[src/rtl/dag_circ.sv]
// Data address generator: two DAGs, each with NREG sets of I/M/L/B registers,
// circular-buffer wrap, pre/post-modify addressing and bit-reversed output.
module dag_circ #(
    parameter int DW    = 16,
    parameter int NREG  = 8,
    parameter int IDX_W = 3
) (
    input  logic             clk,
    input  logic             reset,
    input  logic             ps_dg_en,
    input  logic             ps_dg_dgsclt,
    input  logic             ps_dg_mdfy,
    input  logic             ps_dg_brev,
    input  logic [IDX_W-1:0] ps_dg_iadd,
    input  logic [IDX_W-1:0] ps_dg_madd,
    input  logic             ps_dg_wrt_en,
    input  logic [IDX_W+2:0] ps_dg_wrt_add,
    input  logic [IDX_W+2:0] ps_dg_rd_add,
    input  logic [DW-1:0]    bc_dt,
    output logic [DW-1:0]    dg_dm_add,
    output logic [DW-1:0]    dg_ps_add,
    output logic             dg_dm_vld,
    output logic             dg_ps_vld,
    output logic [DW-1:0]    dg_bc_dt
);

    localparam logic [1:0] TYPE_I = 2'b00;
    localparam logic [1:0] TYPE_M = 2'b01;
    localparam logic [1:0] TYPE_L = 2'b10;
    localparam logic [1:0] TYPE_B = 2'b11;

    logic [DW-1:0] i_reg [2][NREG];
    logic [DW-1:0] m_reg [2][NREG];
    logic [DW-1:0] l_reg [2][NREG];
    logic [DW-1:0] b_reg [2][NREG];

    logic             wr_dag;
    logic [1:0]       wr_type;
    logic [IDX_W-1:0] wr_idx;
    logic             rd_dag;
    logic [1:0]       rd_type;
    logic [IDX_W-1:0] rd_idx;

    assign wr_dag  = ps_dg_wrt_add[IDX_W+2];
    assign wr_type = ps_dg_wrt_add[IDX_W+1:IDX_W];
    assign wr_idx  = ps_dg_wrt_add[IDX_W-1:0];
    assign rd_dag  = ps_dg_rd_add[IDX_W+2];
    assign rd_type = ps_dg_rd_add[IDX_W+1:IDX_W];
    assign rd_idx  = ps_dg_rd_add[IDX_W-1:0];

    // Address datapath always works on pre-edge register contents.
    logic [DW-1:0] cur_i, cur_m, cur_l, cur_b;
    logic [DW-1:0] sum, lim, wrapped, pre_rev, addr, rd_data;

    assign cur_i = i_reg[ps_dg_dgsclt][ps_dg_iadd];
    assign cur_m = m_reg[ps_dg_dgsclt][ps_dg_madd];
    assign cur_l = l_reg[ps_dg_dgsclt][ps_dg_iadd];
    assign cur_b = b_reg[ps_dg_dgsclt][ps_dg_iadd];
    assign sum   = cur_i + cur_m;
    assign lim   = cur_b + cur_l;

    always_comb begin
        wrapped = sum;
        if (cur_l != '0) begin
            if (!cur_m[DW-1]) begin
                if (sum >= lim) wrapped = sum - cur_l;
            end else if (sum < cur_b) begin
                wrapped = sum + cur_l;
            end
        end
    end

    assign pre_rev = ps_dg_mdfy ? wrapped : cur_i;

    always_comb begin
        addr = pre_rev;
        if (ps_dg_brev) begin
            for (int k = 0; k < DW; k++) addr[k] = pre_rev[DW-1-k];
        end
    end

    always_comb begin
        rd_data = '0;
        case (rd_type)
            TYPE_I:  rd_data = i_reg[rd_dag][rd_idx];
            TYPE_M:  rd_data = m_reg[rd_dag][rd_idx];
            TYPE_L:  rd_data = l_reg[rd_dag][rd_idx];
            default: rd_data = b_reg[rd_dag][rd_idx];
        endcase
    end

    // The bus write is issued after the post-modify update so that, when both
    // target the same I register, the write is the assignment that sticks.
    always_ff @(posedge clk or negedge reset) begin
        if (!reset) begin
            for (int d = 0; d < 2; d++) begin
                for (int k = 0; k < NREG; k++) begin
                    i_reg[d][k] <= '0;
                    m_reg[d][k] <= '0;
                    l_reg[d][k] <= '0;
                    b_reg[d][k] <= '0;
                end
            end
        end else begin
            if (ps_dg_en && !ps_dg_mdfy) i_reg[ps_dg_dgsclt][ps_dg_iadd] <= wrapped;
            if (ps_dg_wrt_en) begin
                case (wr_type)
                    TYPE_I:  i_reg[wr_dag][wr_idx] <= bc_dt;
                    TYPE_M:  m_reg[wr_dag][wr_idx] <= bc_dt;
                    TYPE_L:  l_reg[wr_dag][wr_idx] <= bc_dt;
                    default: b_reg[wr_dag][wr_idx] <= bc_dt;
                endcase
            end
        end
    end

    always_ff @(posedge clk or negedge reset) begin
        if (!reset) begin
            dg_dm_add <= '0;
            dg_ps_add <= '0;
            dg_dm_vld <= 1'b0;
            dg_ps_vld <= 1'b0;
            dg_bc_dt  <= '0;
        end else begin
            dg_dm_vld <= ps_dg_en && !ps_dg_dgsclt;
            dg_ps_vld <= ps_dg_en && ps_dg_dgsclt;
            if (ps_dg_en && !ps_dg_dgsclt) dg_dm_add <= addr;
            if (ps_dg_en && ps_dg_dgsclt)  dg_ps_add <= addr;
            dg_bc_dt <= rd_data;
        end
    end

endmodule

[config.mk]
export PLATFORM = sky130hd
export DESIGN_NAME = dag_circ
export DESIGN_NICKNAME = d
export VERILOG_FILES = /design/src/rtl/dag_circ.sv
export SDC_FILE = /design/constraint.sdc
export NUM_CORES = 2
export LEC_CHECK = 0
export CAP_MARGIN = 20
export CORE_ASPECT_RATIO = 2
export CORE_UTILIZATION = 64
export CTS_BUF_LIST = sky130_fd_sc_hd__clkbuf_4 sky130_fd_sc_hd__clkbuf_8 sky130_fd_sc_hd__clkbuf_16
export DETAILED_ROUTE_END_ITERATION = 7
export PLACE_DENSITY_LB_ADDON = 0.3
export SYNTH_ARGS = -nofsm -noshare
export SYNTH_HDL_FRONTEND = slang
export SYNTH_SLANG_ARGS = --single-unit
[constraint.sdc]
create_clock -name clk -period 7.45 [get_ports clk]
set_clock_uncertainty 0.1 [all_clocks]
set_input_delay 2.235 -clock clk [delete_from_list [all_inputs] [get_ports clk]]
set_output_delay 2.235 -clock clk [all_outputs]
set_load 0.005 [all_outputs]
==> metrics.yaml <==
slew_viol_final: 0
cts_root_buf: "clkbuf_16"
drive_gt1_frac: 0.465
vias_per_cell: 7.49
clock_sinks: 1074
grt_max_degree: 140
overflow: 0
pre_cts_slack_ns: -1.69
synth-edff-count: 0
ys_async_sr_fraction: 1.00
ir_worst_vdd_v: 0.000682
rsz0062_at_grt: "true"
crit_slowest_cell: "mux4_2"
grtUsageTotal: 0.521
arrival_ns: 8.47
yosys-top-cells-area: "dfrtp_1, mux4_2, mux2_2, mux2i_1, nand2_1"
path_common_cell: "buf_4"
final_cell_count_no_fill: 6771
p_clk_frac: 0.188
dp.cells: 6487
nets: 5487
io_buffer_count: 90
path_class: "input pin to flop"
yosys_register_bits: 1074
critPathMaxStageDelay_ns: 0.71
layout_common_cells: "dfrtp_1, mux2_2, buf_4"
cts-hold-fix-buffers: 0
drv_cap: 0
p_switching_uw: 11700
synthToLayoutAreaGrowth_pct: 19.4
synth.largest_area_cell: "dfrtp_1"
gp_congestion: 1.04
crit_family: "compound AO/OA/AOI/OAI gates"
power_leakage_uw: 0.0334
hold_class: "flop to flop"
fillers: 5871
p_sw_frac: 0.399
cts_buffers: 96
htreeDepth: 3
cts_tree: "done"
internal_power_uw: 17600
drc: 0
yosysWarnings: 0
synth_top_area_frac: 0.427
hold_violations: 0
drtAntennaViolNets: 0
avgSynthCellArea_um2: 12.7
netlist_area_um2: 62900
start_util: 0.645
path_clk_slew_ns: 0.07
worst_pin_slew_ns: 1.34
grt_pass1_vias: 52100
final_common_cell: "dfrtp_1"
final_cell_area_um2: 75100
chipHeight_um: 445
antenna_found_initial: 31
drt-initial-drc-count: 5703
synthFlopType: "dfrtp_1"
ys_seq_area_frac: 0.427
synth.distinct_cells: 89
cp_data_required_time_ns: 7.98
io_pins: 91
drt_first_pass_iters: 6
grt_pass1_wl_mm: 365
final.period_utilization: 1.07
wl_per_cell_um: 37.5
coreArea_um2: 97500
synthCells: 4943
place_area_um2: 69200
setup_ws_ns: -0.495
dp_hpwl_mm: 166
failed_checks: "setup timing"
max_freq_mhz: 126
vias: 50700
power_density_nw_per_um2: 390
die_area_um2: 99600
drt_wl_total_mm: 254
status: "finished, violations left"
period_minus_slack_ns: 7.95
syn_nets: 5078
fp.dieW_um: 224
critical_path_buf_inv_count: 8
hold_slack_ns: 0.376
p_comb_frac: 0.532
relSlewSlack: 0.102
setup_viol: 288
clock_latency_ns: 0.76
clock_tree.buffer_depth: 3
rows: 162
start_kind: "input pin"
seq_power_share: 0.281
crit_fanout: 7
power.total_uw: 29300
cp-end-kind: "flop"
stage by stage:
stage	setup TNS (ns)	utilization
after CTS	-27.04	0.758
after global routing	-127.33	0.770
final	-102.10	0.771
after detailed placement	-440.13	0.710
after global placement	-416.20	0.710
after floorplan	-365.03	-
path summary, 6_finish.rpt:
check,startpoint,end,slack [ns],depth (start not counted)
hold reg to reg,dg_dm_add[7],dg_dm_add[7],0.38,2
min in group asynchronous,reset,i_reg[130],1.42,1
max in group asynchronous,reset,dg_ps_add[0],4.27,2
setup reg to reg,i_reg[130],i_reg[124],0.80,26
hold / removal,dg_dm_add[7],dg_dm_add[7],0.38,2
setup / recovery,ps_dg_dgsclt,i_reg[124],-0.50,27
kinds of logic (layout without fill, tap and decap cells):
| logic type | after synthesis | in the layout | share of synthesized area |
|---|---|---|---|
| other | 0 | 29 | 0 |
| DFF | 1074 | 1074 | 0.427 |
| muxes | 1580 | 1580 | 0.372 |
| AOI/OAI and AO/OA | 767 | 767 | 0.0802 |
| and+or+nand+nor | 837 | 837 | 0.0596 |
| xor gates and xnor gates | 47 | 47 | 0.00654 |
| buffers and inverters | 544 | 1031 | 0.0355 |
| adders and majority gates | 94 | 94 | 0.0192 |
timing repair:
item                                    CTS  global route
gates resized for setup                 189           144
pin swaps                                62            84
endpoints found under the setup margin  288           288
gates cloned                              7             4
setup buffers                            31            36
final cells by class:
class	instances	area (um^2)	share of cell area
Multi-Input combinational cell	3325	35400	0.471
Sequential cell	1074	26900	0.358
Timing Repair Buffer	787	7430	0.0989
Clock buffer	141	2950	0.0392
Tap cell	1312	1640	0.0218
Clock inverter	35	515	0.00686
Inverter	68	262	0.00348
Antenna cell	29	72.6	0.000966
metal layers:
metal,part of all wire,vias up,GRT usage,wire (um)
met5,0.00031,-,0,80
met4,0.14,12,0.549,35300
met3,0.12,1712,0.183,29500
met2,0.45,3981,0.788,115000
met1,0.29,25400,0.546,74400
li1,-,19600,-,-
Yosys cell counts (6+ instances only):
library cell and number:
o32a_1 8, a22oi_1 14, o21bai_1 6, mux4_2 522
inv_1 66, o21ai_0 175, a21oi_1 122, or2_2 9
nor3b_1 6, ha_1 90, o21ai_1 7, o21a_1 49
buf_1 73, a221oi_1 13, a2111oi_0 8, a211oi_1 46
o31ai_1 18, dfrtp_1 1074, buf_6 9, xnor2_1 31
nor4_1 13, mux2i_1 237, and3_1 27, a21o_1 29
nand4_1 6, a221o_1 9, o22ai_1 85, nor2b_1 13
xor2_1 16, buf_4 15, nand2b_1 25, nor3_1 46
nand2_1 375, nand3_1 22, and2_1 21, o31a_1 16
buf_2 45, a31oi_1 65, or3_1 22, o211ai_1 41
clkbuf_1 333, nor2_1 226, mux2_2 820
power groups by stage:
stage | Clock [uW] | Sequential [uW] | Combinational (uW)
after floorplan | 0 | 7840 | 7120
after global placement | 0 | 8140 | 12000
after detailed placement | 0 | 8240 | 12200
after CTS | 5480 | 8160 | 13700
after global routing | 5700 | 8340 | 16000
final | 5500 | 8220 | 15600
tightest hold or removal path, cell delays in order (launching register included):
cell	delay [ns]
dfrtp_1	0.34
nand2_1	0.05
o31ai_1	0.05
No activity file was read; power rests on OpenSTA's default activity.
